--- config.mk ---
export PLATFORM = sky130hd
export DESIGN_NAME = gf_clmul_seq_flat
export DESIGN_NICKNAME = d
export VERILOG_FILES = /design/src/rtl/gf_clmul_seq_pkg.sv /design/src/rtl/gf_clmul_seq_if.sv /design/src/rtl/gf_clmul_seq_digit.sv /design/src/rtl/gf_clmul_seq.sv /design/src/flat_wrapper.sv
export SDC_FILE = /design/constraint.sdc
export NUM_CORES = 1
export LEC_CHECK = 0
export CORE_ASPECT_RATIO = 1.25
export CORE_MARGIN = 2
export CORE_UTILIZATION = 32
export DETAILED_ROUTE_END_ITERATION = 16
export PLACE_DENSITY = 0.61
export REMOVE_ABC_BUFFERS = 1
export SYNTH_ARGS = -nofsm -noshare
export SYNTH_HDL_FRONTEND = slang
export SYNTH_SLANG_ARGS = --single-unit
export TNS_END_PERCENT = 1
--- constraint.sdc ---
create_clock -name clk -period 2.8 [get_ports clk]
set_clock_uncertainty 0.2 [all_clocks]
set_input_delay 0.7 -clock clk [delete_from_list [all_inputs] [get_ports clk]]
set_output_delay 0.7 -clock clk [all_outputs]
set_load 0.1 [all_outputs]
--- src/rtl/gf_clmul_seq_pkg.sv ---
// Shared definitions for the GF(2) polynomial blocks: FSM state encoding and
// the CALC cycle count derived from operand width and bits-per-cycle.
package gf_clmul_seq_pkg;

    typedef enum logic [1:0] {
        IDLE = 2'd0,
        CALC = 2'd1,
        DONE = 2'd2
    } state_t;

    function automatic int calc_ncyc(input int data_width, input int bpc);
        return (data_width + bpc - 1) / bpc;
    endfunction

endpackage

--- src/rtl/gf_clmul_seq_if.sv ---
// Operand/product handshake bundle of the carry-less multiplier.
// Valid/ready: a transfer happens on a rising clk edge where valid and ready are
// both high; the source holds valid and its data stable until that edge.
interface gf_clmul_seq_if #(
    parameter int DATA_WIDTH = 10
);
    localparam int GW = $clog2(DATA_WIDTH) + 1;

    logic                    flush;
    logic                    in_valid;
    logic                    in_ready;
    logic [GW-1:0]           polyn_grade;
    logic [DATA_WIDTH-1:0]   a;
    logic [DATA_WIDTH-1:0]   b;
    logic                    out_valid;
    logic                    out_ready;
    logic [2*DATA_WIDTH-1:0] product;
    logic                    busy;

    modport master (
        output flush, in_valid, polyn_grade, a, b, out_ready,
        input  in_ready, out_valid, product, busy
    );

    modport slave (
        input  flush, in_valid, polyn_grade, a, b, out_ready,
        output in_ready, out_valid, product, busy
    );
endinterface

--- src/rtl/gf_clmul_seq_digit.sv ---
// Combinational partial product for one BPC-bit digit of b: the XOR of
// a shifted by (base + j) for every set bit j of the digit.
module gf_clmul_seq_digit #(
    parameter int DATA_WIDTH = 10,
    parameter int BPC        = 2,
    parameter int SW         = 4
) (
    input  logic [DATA_WIDTH-1:0]   i_a,
    input  logic [BPC-1:0]          i_b_digit,
    input  logic [SW-1:0]           i_base,
    output logic [2*DATA_WIDTH-1:0] o_term
);
    logic [2*DATA_WIDTH-1:0] w_a_ext;

    assign w_a_ext = (2*DATA_WIDTH)'(i_a);

    always_comb begin
        o_term = '0;
        for (int j = 0; j < BPC; j++) begin
            if (i_b_digit[j]) begin
                o_term = o_term ^ (w_a_ext << (int'(i_base) + j));
            end
        end
    end
endmodule

--- src/rtl/gf_clmul_seq.sv ---
// Sequential carry-less multiplier: consumes BPC bits of b per CALC cycle and
// presents the unreduced 2*DATA_WIDTH product behind a valid/ready handshake.
module gf_clmul_seq
    import gf_clmul_seq_pkg::*;
#(
    parameter int DATA_WIDTH = 10,
    parameter int BPC        = 2
) (
    input  logic                clk,
    input  logic                rst_l,
    gf_clmul_seq_if.slave       bus,
    output state_t              o_dbg_state
);
    localparam int NCYC = calc_ncyc(DATA_WIDTH, BPC);
    localparam int PW   = 2 * DATA_WIDTH;
    localparam int CW   = (NCYC > 1) ? $clog2(NCYC) : 1;
    localparam int BW   = NCYC * BPC;
    localparam int SW   = $clog2(BW + 1);

    state_t                r_state;
    state_t                w_state_nxt;
    logic [CW-1:0]         r_cnt;
    logic [DATA_WIDTH-1:0] r_a;
    logic [DATA_WIDTH-1:0] r_b;
    logic [PW-1:0]         r_acc;
    logic [PW-1:0]         r_product;
    logic                  r_out_valid;

    logic                  w_in_ready;
    logic                  w_load;
    logic                  w_step;
    logic                  w_finish;
    logic                  w_release;
    logic [DATA_WIDTH-1:0] w_mask;
    logic [BW-1:0]         w_b_ext;
    logic [BPC-1:0]        w_b_digit;
    logic [SW-1:0]         w_base;
    logic [PW-1:0]         w_term;
    logic [PW-1:0]         w_acc_nxt;

    // Grades 0 and 1 mean no usable field, so the whole operand is cleared.
    always_comb begin
        w_mask = '0;
        for (int i = 0; i < DATA_WIDTH; i++) begin
            w_mask[i] = (int'(bus.polyn_grade) >= 2) && (i < int'(bus.polyn_grade));
        end
    end

    // b is zero-extended to whole digits so the last digit reads 0 past the top bit.
    assign w_b_ext   = BW'(r_b);
    assign w_b_digit = w_b_ext[int'(r_cnt)*BPC +: BPC];
    assign w_base    = SW'(int'(r_cnt) * BPC);
    assign w_acc_nxt = r_acc ^ w_term;

    gf_clmul_seq_digit #(
        .DATA_WIDTH (DATA_WIDTH),
        .BPC        (BPC),
        .SW         (SW)
    ) u_digit (
        .i_a       (r_a),
        .i_b_digit (w_b_digit),
        .i_base    (w_base),
        .o_term    (w_term)
    );

    always_ff @(posedge clk or negedge rst_l) begin
        if (!rst_l) r_state <= IDLE;
        else        r_state <= w_state_nxt;
    end

    always_comb begin
        w_state_nxt = r_state;
        w_in_ready  = 1'b0;
        w_load      = 1'b0;
        w_step      = 1'b0;
        w_finish    = 1'b0;
        w_release   = 1'b0;
        case (r_state)
            IDLE: begin
                w_in_ready = 1'b1;
                if (bus.in_valid) begin
                    w_load      = 1'b1;
                    w_state_nxt = CALC;
                end
            end
            CALC: begin
                w_step = 1'b1;
                if (r_cnt == CW'(NCYC - 1)) begin
                    w_finish    = 1'b1;
                    w_state_nxt = DONE;
                end
            end
            DONE: begin
                w_in_ready = bus.out_ready;
                if (bus.out_ready) begin
                    w_release = 1'b1;
                    if (bus.in_valid) begin
                        w_load      = 1'b1;
                        w_state_nxt = CALC;
                    end else begin
                        w_state_nxt = IDLE;
                    end
                end
            end
            default: w_state_nxt = IDLE;
        endcase
        // Flush overrides everything, including an offered operand pair.
        if (bus.flush) begin
            w_state_nxt = IDLE;
            w_in_ready  = 1'b0;
            w_load      = 1'b0;
            w_step      = 1'b0;
            w_finish    = 1'b0;
            w_release   = 1'b0;
        end
    end

    always_ff @(posedge clk or negedge rst_l) begin
        if (!rst_l) begin
            r_cnt       <= '0;
            r_a         <= '0;
            r_b         <= '0;
            r_acc       <= '0;
            r_product   <= '0;
            r_out_valid <= 1'b0;
        end else if (bus.flush) begin
            r_cnt       <= '0;
            r_product   <= '0;
            r_out_valid <= 1'b0;
        end else begin
            if (w_load) begin
                r_a   <= bus.a & w_mask;
                r_b   <= bus.b & w_mask;
                r_acc <= '0;
                r_cnt <= '0;
            end else if (w_step) begin
                r_acc <= w_acc_nxt;
                r_cnt <= w_finish ? '0 : r_cnt + 1'b1;
                if (w_finish) r_product <= w_acc_nxt;
            end
            if (w_finish)       r_out_valid <= 1'b1;
            else if (w_release) r_out_valid <= 1'b0;
        end
    end

    assign bus.in_ready  = w_in_ready;
    assign bus.out_valid = r_out_valid;
    assign bus.product   = r_product;
    assign bus.busy      = (r_state != IDLE);
    assign o_dbg_state   = r_state;
endmodule

--- src/flat_wrapper.sv ---
// flat-port wrapper written by rule: the top's interface ports become plain ports
module gf_clmul_seq_flat import gf_clmul_seq_pkg::*;
#(
    parameter int DATA_WIDTH = 10,
    parameter int BPC        = 2
)
  (clk, rst_l, o_dbg_state, bus_flush, bus_in_valid, bus_polyn_grade, bus_a, bus_b, bus_out_ready, bus_in_ready, bus_out_valid, bus_product, bus_busy);
  gf_clmul_seq_if #(.DATA_WIDTH(DATA_WIDTH)) bus_i ();
  input  logic clk;
  input  logic rst_l;
  output state_t o_dbg_state;
  input wire logic [$bits(bus_i.flush)-1:0] bus_flush;
  input wire logic [$bits(bus_i.in_valid)-1:0] bus_in_valid;
  input wire logic [$bits(bus_i.polyn_grade)-1:0] bus_polyn_grade;
  input wire logic [$bits(bus_i.a)-1:0] bus_a;
  input wire logic [$bits(bus_i.b)-1:0] bus_b;
  input wire logic [$bits(bus_i.out_ready)-1:0] bus_out_ready;
  output wire logic [$bits(bus_i.in_ready)-1:0] bus_in_ready;
  output wire logic [$bits(bus_i.out_valid)-1:0] bus_out_valid;
  output wire logic [$bits(bus_i.product)-1:0] bus_product;
  output wire logic [$bits(bus_i.busy)-1:0] bus_busy;
  assign bus_i.flush = bus_flush;
  assign bus_i.in_valid = bus_in_valid;
  assign bus_i.polyn_grade = bus_polyn_grade;
  assign bus_i.a = bus_a;
  assign bus_i.b = bus_b;
  assign bus_i.out_ready = bus_out_ready;
  assign bus_in_ready = bus_i.in_ready;
  assign bus_out_valid = bus_i.out_valid;
  assign bus_product = bus_i.product;
  assign bus_busy = bus_i.busy;
  gf_clmul_seq #(.DATA_WIDTH(DATA_WIDTH), .BPC(BPC)) u_core (.clk(clk), .rst_l(rst_l), .bus(bus_i), .o_dbg_state(o_dbg_state));
endmodule
# After elaboration in Yosys (flattened, before gate mapping)
# Index checks and enable logic that the tools add are counted.
[word_totals]
reg_bits = 66
in_bits = 30
output_inout_bits = 25
[op_classes]
n_addsub = 2
order_cmp = 11
eq_ne = 7
shift = 3
muxes = 35
bitwise = 5
reduce_logical = 21
[ops]
columns = ["operator", "n"]
rows = [
  ["$mux 20", 8],
  ["$xor 20x20->20", 2],
  ["$and 10x10->10", 2],
  ["$lt 3x5->1 const A", 4],
  ["$shl 10x4->20", 1],
  ["$shl 10x5->20", 1],
  ["$mux 1", 16],
  ["$mux 3", 4],
  ["$logic_and 1x1->1", 10],
  ["$lt 1x5->1 const A", 2],
  ["$lt 2x5->1 const A", 2],
  ["$lt 4x5->1 const A", 2],
  ["$shiftx 10x5->2", 1],
  ["$mux 2", 4],
  ["$reduce_bool 2->1", 4],
  ["$ne 3x3->1 const B", 2],
  ["$pmux 2 s3", 1],
  ["$reduce_and 3->1", 2],
  ["$reduce_bool 3->1", 2],
  ["$add 4x1->5 const B", 1],
  ["$ge 5x2->1 const B", 1],
  ["$pmux 1 s2", 2],
  ["$reduce_and 2->1", 2],
  ["$add 3x1->3 const B", 1],
  ["7 further kinds", 7],
]

# Depth between registers and ports, before layout
# Gate-level depths: netlist of the first run.
[logic_depth]
word_depth = 9
depth_mapped = 9
ltp_nobuf = 6

# Cells and area by module
# A second synthesis of the first run with hierarchy kept.
[hier_totals]
hier_cells = 517
area_unflattened_um2 = 4840.9
[by_module_without_submodules]
columns = ["module", "instances", "cells_each", "area_per_inst_um2"]
rows = [
  ["gf_clmul_seq", 1, 318, 3265.6],
  ["gf_clmul_seq_digit", 1, 199, 1575.3],
]

# Worst setup path after synthesis of the first run
# OpenSTA, ideal clock, no wires.
[synth_path]
path_kind = "reg-to-reg"
from = "reg u_core.r_state[1], in the netlist u_core.o_dbg_state[1]"
to = "reg u_core.r_cnt[2]"
arrival_time_ps = 4098
required_time_ps = 2465
slack_ps = -1633
path_stages_with_launch = 8
period_less_slack_ps = 4433
cell_sequence = "dfrtp_1 > nor2b_1 > nor3_1 > and2_1 > clkbuf_1 > nor3_1 > o21ai_0 > o21ai_0"
[synth_via]
elab_chain_cells = 7
elab_cells_between_ends = 14
classes_between = "2 x eq/ne; 10 x mux; 2 x reduce/logical"
[synth_rtl]
columns = ["element", "line", "source"]
rows = [
  ["start, declared", "gf_clmul_seq.sv:20", "state_t r_state;"],
  ["start signal, assigned", "gf_clmul_seq.sv:68", "else r_state <= w_state_nxt;"],
  ["$eq 2x1->1", "gf_clmul_seq.sv:78", "case (r_state)"],
  ["$mux 1", "gf_clmul_seq.sv:78", ""],
  ["$mux 1", "gf_clmul_seq.sv:108", "if (bus.flush) begin"],
  ["$mux 3", "gf_clmul_seq.sv:138", "r_cnt <= w_finish ? '0 : r_cnt + 1'b1;"],
  ["$mux 3", "gf_clmul_seq.sv:136", "end else if (w_step) begin"],
  ["$mux 3", "gf_clmul_seq.sv:131", "if (w_load) begin"],
  ["$mux 3", "gf_clmul_seq.sv:126", "end else if (bus.flush) begin"],
  ["end signal, assigned", "gf_clmul_seq.sv:138", ""],
  ["end, declared", "gf_clmul_seq.sv:22", "logic [CW-1:0] r_cnt;"],
]
# Several ways; a longest one is shown, not always the timed one. The select of a mux whose other input is x is not followed.
# A chain may end at the register's enable or synchronous reset.

# Final worst setup path of the first run
[layout_path]
from = "in bus_out_ready"
to = "out bus_in_ready"
[layout_via]
elab_chain_cells = 2
[layout_rtl]
columns = ["element", "line", "source"]
rows = [
  ["start, declared", "flat_wrapper.sv:17", "input wire logic [$bits(bus_i.out_ready)-1:0] bus_out_ready;"],
  ["$pmux 1 s2", "gf_clmul_seq.sv:78", ""],
  ["$mux 1", "gf_clmul_seq.sv:108", ""],
  ["end, declared", "flat_wrapper.sv:18", "output wire logic [$bits(bus_i.in_ready)-1:0] bus_in_ready;"],
]
# Every way passes these cells.

==> impl_metrics.py, run 1 <==
metrics = {
    "setup_path": {
        "crit-reg2reg-launch": "u_core.r_cnt[0]",
        "worst_r2r_endpoint": "u_core.bus.product[11]",
        "worst_path_largest_cell_delay_ps": 480,
        "crit_type": "in -> out",
        "start_kind": "primary input",
        "reg2regPathDepth": 7,
        "worst-path-buf-inv": 3,
        "cp.arrival_ps": 1790,
        "endpoint_kind": "output port",
        "crit_family": "buffers and inverters",
        "crit_path_max_fanout": 2,
        "rrSetupSlack_ps": 190,
        "crit_path_top_delay_cell": "clkdlybuf4s50_1",
        "cp.required_ps": 1900,
        "crit_chain": "clkdlybuf4s50_1 -> nor2b_1 -> nor3_1 -> buf_4 -> buf_12",
    },
    "cts": {
        "clock_latency_ps": 330,
        "ctsResizeCount": 0,
        "postCtsSetupBuffers": 0,
        "numCtsBuffers": 9,
        "ctsHtreeMaxLevel": 3,
        "clk_pin_slew_ps": 50,
        "cts_sinks": 66,
        "hold_buffers": 0,
        "cts_tree": "built",
        "root_buffer": "clkbuf_16",
        "clk_path_buf_depth": 2,
    },
    "sta": {
        "slew-limit-headroom_pct": 61.8,
        "rsz0062_at_grt": "no",
        "finalCritPeriodShare_pct": 96.1,
        "max_freq_ghz": 0.371,
        "tightest_slew_ps": 570,
        "finalSetupViolCount": 0,
        "finalHoldViolCount": 0,
        "worst_slack_ps": 108,
        "drv_slew": 0,
        "layout_min_cycle_time_ps": 2690,
    },
    "yosys": {
        "yosysMostFrequentCell": "dfrtp_1",
        "synth_flop_cell": "dfrtp_1",
        "synthCells": 404,
        "yosys-top-cells-count": "66 x dfrtp_1, 52 x nand2_1, 30 x o21ai_0",
        "synth_warnings": 0,
        "synthDistinctLibCells": 63,
        "synth_top_area_share_pct": 42.7,
        "seq_area_frac_synth_pct": 42.7,
        "synthTopCellsByArea": "dfrtp_1 43%, a22o_1 5.4%, nand2_1 5.0%",
        "post_synth.cell_area_avg_sq_um": 9.58,
        "synth_edf_count": 0,
        "async_flop_share_pct": 100,
        "synth_seq_cells": 66,
        "synth_top_cell_by_area": "dfrtp_1",
        "synth_area_sq_um": 3870,
    },
    "layout": {
        "final_nets": 505,
        "drive_above_1_share_pct": 19.7,
        "nFillCells": 1146,
        "stdcell_area_sq_um": 4990,
        "final_cells": 639,
        "area_growth_pct": 29.0,
        "num_antenna_cells": 0,
    },
    "status": {
        "status": "finished clean",
    },
    "routing": {
        "wl_per_cell_um": 15.6,
        "viasPerCell": 5.04,
        "ant_nets": 0,
        "dr.pass1.iters": 4,
        "first_iter_violations": 167,
        "num_vias": 3219,
        "drc": 0,
        "drt_wl_total_um": 10000,
    },
    "global_route": {
        "grt_use_total_pct": 16.5,
        "grt_max_degree": 67,
        "antenna_found_initial": 0,
        "gr-total-overflow": 0,
        "grt_pass1_vias": 3227,
        "grt_pass1_wl_um": 16600,
    },
    "pwr": {
        "peakVddDrop_v": 0.000285,
        "p_total_w": 0.00304,
        "power_density_nw_per_um2": 609,
        "cellLeakagePower_nw": 2.17,
    },
    "floorplan": {
        "die-area_sq_um": 13000,
        "start_util_pct": 33.0,
        "core-area_sq_um": 11700,
        "ios": 55,
        "dieHeight_um": 127,
        "die_w_um": 102,
        "row_count": 44,
    },
    "min_path": {
        "hold_path.class": "in -> async",
    },
    "placement": {
        "dp_cells": 623,
        "dp_slack_ps": 33.4,
        "place_congestion": 0.866,
        "io_buffers": 54,
        "place_area_sq_um": 4710,
        "hpwlAfterDp_um": 7490,
    },
    "job": {
        "maxCapViolCount": 0,
    },
}
==> sequential cells by signal (all words and copies together) (netlist names) <==
name / flops
u_core.bus.product: 20
u_core.r_acc: 20
u_core.r_a: 10
u_core.r_b: 10
u_core.r_cnt: 3
u_core.o_dbg_state: 2
u_core.bus.out_valid: 1
==> how the worst max path moves through the flow <==
stage	from	endpoint	slack [ps]	depth (start not counted)
finish	bus_out_ready	bus_in_ready	110	5
global placement	bus_out_ready	u_core.r_acc[8]	120	8
global route	u_core.r_cnt[0]	u_core.bus.product[11]	60	6
detailed placement	bus_out_ready	u_core.r_acc[8]	30	8
floorplan	u_core.o_dbg_state[1]	u_core.r_acc[4]	-2510	6
CTS	bus_out_ready	bus_in_ready	110	5
==> report_power, final <==
group	internal (W)	leakage (nW)	switching [W]
logic	0.000370	1.15	0.000440
clock network	0.000645	0.139	0.000396
registers	0.00107	0.885	0.000119
==> stage by stage <==
| step | hold WS [ps] | setup TNS (ps) | utilization, % |
|---|---|---|---|
| 2_1_floorplan | 204 | -91310 | - |
| 3_3_place_gp | 243 | 0 | 40.2 |
| 3_5_place_dp | 249 | 0 | 40.2 |
| 4_1_cts | 192 | 0 | 42.6 |
| 5_1_grt | 212 | 0 | 42.6 |
| 6_report | 182 | 0 | 42.6 |
==> placed cells by master, fill, tap and decap left out, types with 11 or more instances in the layout <==
master | Yosys | layout
xnor2_1 | 15 | 15
mux2_2 | 11 | 11
clkdlybuf4s50_1 | 0 | 28
nor2_1 | 20 | 20
buf_4 | 3 | 45
nand3_1 | 24 | 24
a21oi_1 | 20 | 20
a22o_1 | 24 | 24
nand2_1 | 52 | 52
o21ai_0 | 30 | 30
dfrtp_1 | 66 | 66
==> metal layers <==
metal	GRT usage [%]	routed length, um	vias up
met5	0	0	-
met4	6.82	232	0
met3	3.17	305	15
met2	27.1	4900	60
met1	21.3	4560	1531
li1	-	-	1613
==> logic make-up (layout without fill, tap and decap cells) <==
kind of cell,count (synthesis),after routing,share of synthesized area (%)
AO/OA/AOI/OAI,116,116,21.0
multiplexers,23,23,7.53
adder cells (fa/ha/maj),2,2,0.646
buffers and inverters,31,105,3.75
flip-flops,66,66,42.7
AND/OR/NAND/NOR,138,138,17.2
XOR/XNOR,28,28,7.24
==> cell type report <==
type | count | area [sq um] | share of cell area (%)
tap | 161 | 201 | 4.03
timing repair buffer | 80 | 743 | 14.9
sequential | 66 | 1650 | 33.1
multi-input combinational | 307 | 2080 | 41.7
clock buffer | 12 | 256 | 5.14
clock inverter | 4 | 26.3 | 0.526
inverter | 9 | 33.8 | 0.677
No activity file was read; power rests on OpenSTA's default activity.
==> run 2, diff against run 1 <==
- CORE_MARGIN: 2 -> 10
- DONT_BUFFER_PORTS: unset -> 1
- PLACE_DENSITY: 0.61 -> 0.55
==> impl_metrics.py, run 2 (same netlist as run 1, synthesis figures left out) <==
metrics = {
    "setup_path": {
        "crit_path_max_fanout": 9,
        "crit_path_top_delay_cell": "a221oi_4",
        "cp.arrival_ps": 2660,
        "crit_family": "compound AO/OA/AOI/OAI gates",
        "crit_chain": "buf_4 -> mux2_4 -> a221oi_4 -> nor3_1 -> xor2_1 -> xor2_1 -> a22o_1",
        "crit_top_cell": "xor2_1",
        "worst-path-buf-inv": 1,
        "crit_type": "reg -> reg",
        "worst_path_largest_cell_delay_ps": 530,
        "cp.required_ps": 2830,
        "endpoint_kind": "flop",
        "start_kind": "flop",
    },
    "placement": {
        "hpwlAfterDp_um": 8200,
        "dp_cells": 588,
        "place_area_sq_um": 4350,
        "io_buffers": 0,
        "place_congestion": 0.939,
    },
    "layout": {
        "final_nets": 471,
        "fin_util_pct": 40.7,
        "layout_commonest_cell": "dfrtp_1",
        "stdcell_area_sq_um": 4770,
        "layout_common_cells": "65 x dfrtp_1, 52 x nand2_1, 42 x buf_4, 30 x o21ai_0",
        "area_growth_pct": 23.2,
        "final_cells": 605,
        "drive_above_1_share_pct": 20.9,
        "num_antenna_cells": 0,
    },
    "global_route": {
        "antenna_found_initial": 0,
        "grt_use_total_pct": 13.2,
        "grt_max_degree": 67,
        "grt_pass1_wl_um": 17800,
        "gr-total-overflow": 0,
        "grt_pass1_vias": 3225,
    },
    "routing": {
        "ant_nets": 0,
        "first_iter_violations": 162,
        "drc": 0,
        "wl_per_cell_um": 17.7,
        "viasPerCell": 5.20,
        "drt_wl_total_um": 10700,
        "num_vias": 3145,
        "dr.pass1.iters": 4,
    },
    "cts": {
        "clock_latency_ps": 340,
        "root_buffer": "clkbuf_16",
        "clk_pin_slew_ps": 60,
        "cts_tree": "built",
        "postCtsSetupBuffers": 0,
        "clk_path_buf_depth": 2,
        "cts_sinks": 66,
        "ctsHtreeMaxLevel": 3,
        "numCtsBuffers": 9,
    },
    "floorplan": {
        "row_count": 44,
        "die-area_sq_um": 16900,
        "start_util_pct": 33.0,
        "die_w_um": 118,
        "dieHeight_um": 143,
        "core-area_sq_um": 11700,
        "ios": 55,
    },
    "job": {
        "maxCapViolCount": 0,
    },
    "sta": {
        "finalSetupViolCount": 0,
        "slew-limit-headroom_pct": 63.7,
        "finalHoldViolCount": 0,
        "drv_slew": 0,
        "rsz0062_at_grt": "no",
        "max_freq_ghz": 0.380,
        "tightest_slew_ps": 538,
        "finalCritPeriodShare_pct": 94.0,
        "layout_min_cycle_time_ps": 2630,
    },
    "min_path": {
        "hold_path.class": "in -> async",
    },
    "pwr": {
        "peakVddDrop_v": 0.000344,
        "power_density_nw_per_um2": 706,
        "cellLeakagePower_nw": 2.07,
    },
    "status": {
        "status": "finished clean",
    },
}
[run 2: cell count changes in the layout (fill, tap and decap cells not counted), sizes merged]
cell and change:
clkdlybuf4s50 -28, clkinv -1, clkinvlp -1, clkbuf -1, buf -7, bufinv +4
[run 2: layout make-up]
class	instances	area, sq um
fillers	1144	6960
multi-input cells	307	2100
flip-flops and latches	66	1650
repair buffers	46	408
clock buffers	10	239
well taps	161	201
clock inverters	6	138
inverters	9	33.8
[run 2: per-layer routing]
layer  wire length (um)  part of all wire [%]  vias up  global-route usage [%]
li1                   -                     -     1547                       -
met1               4920                    46     1529                    16.4
met2               5230                    49       57                    21.6
met3                374                   3.5       12                    2.76
met4                208                   1.9        0                    5.80
met5                  0                     0        -                       0
[run 2: per-stage QoR]
step | setup slack [ps] | hold WS, ps | setup TNS (ps) | total power (W)
3_3_place_gp | 99.0 | 208 | 0 | 0.00193
4_1_cts | 54.9 | 43.8 | 0 | 0.00339
5_1_grt | 38.4 | 65.0 | 0 | 0.00354
2_1_floorplan | -2510 | 204 | -91310 | 0.00170
3_5_place_dp | 75.2 | 208 | 0 | 0.00194
6_report | 168 | 38.9 | 0 | 0.00337
[run 2: worst reg2reg max path, cell delays in order (launching register included)]
cell,delay [ps]
dfrtp_1,470
buf_4,220
mux2_4,340
a221oi_4,530
nor3_1,150
xor2_1,300
xor2_1,110
a22o_1,200
[run 2: path summary, 6_finish.rpt]
check / startpoint / endpoint / slack [ps] / cells after the start
worst max-delay path: u_core.r_cnt[1] / u_core.bus.product[11] / 170 / 7
max in group asynchronous: rst_l / u_core.r_cnt[0] / 2090 / 1
worst min-delay path: rst_l / u_core.bus.product[8] / 40 / 1
worst max register to register: u_core.r_cnt[1] / u_core.bus.product[11] / 170 / 7
worst min register to register: u_core.r_acc[5] / u_core.r_acc[5] / 270 / 1
min in group clk: u_core.r_acc[5] / u_core.r_acc[5] / 270 / 1
[run 2: what timing repair did]
action,4_1_cts,5_1_grt
gates resized for setup,0,3
setup endpoints to repair,0,10
hold endpoints to repair,66,0
hold buffers,1,0
[run 2: report_power, final]
group	internal, W	switching (W)
Sequential	0.00107	0.000123
Clock	0.000987	0.000431
Combinational	0.000331	0.000422
Total	0.00239	0.000976
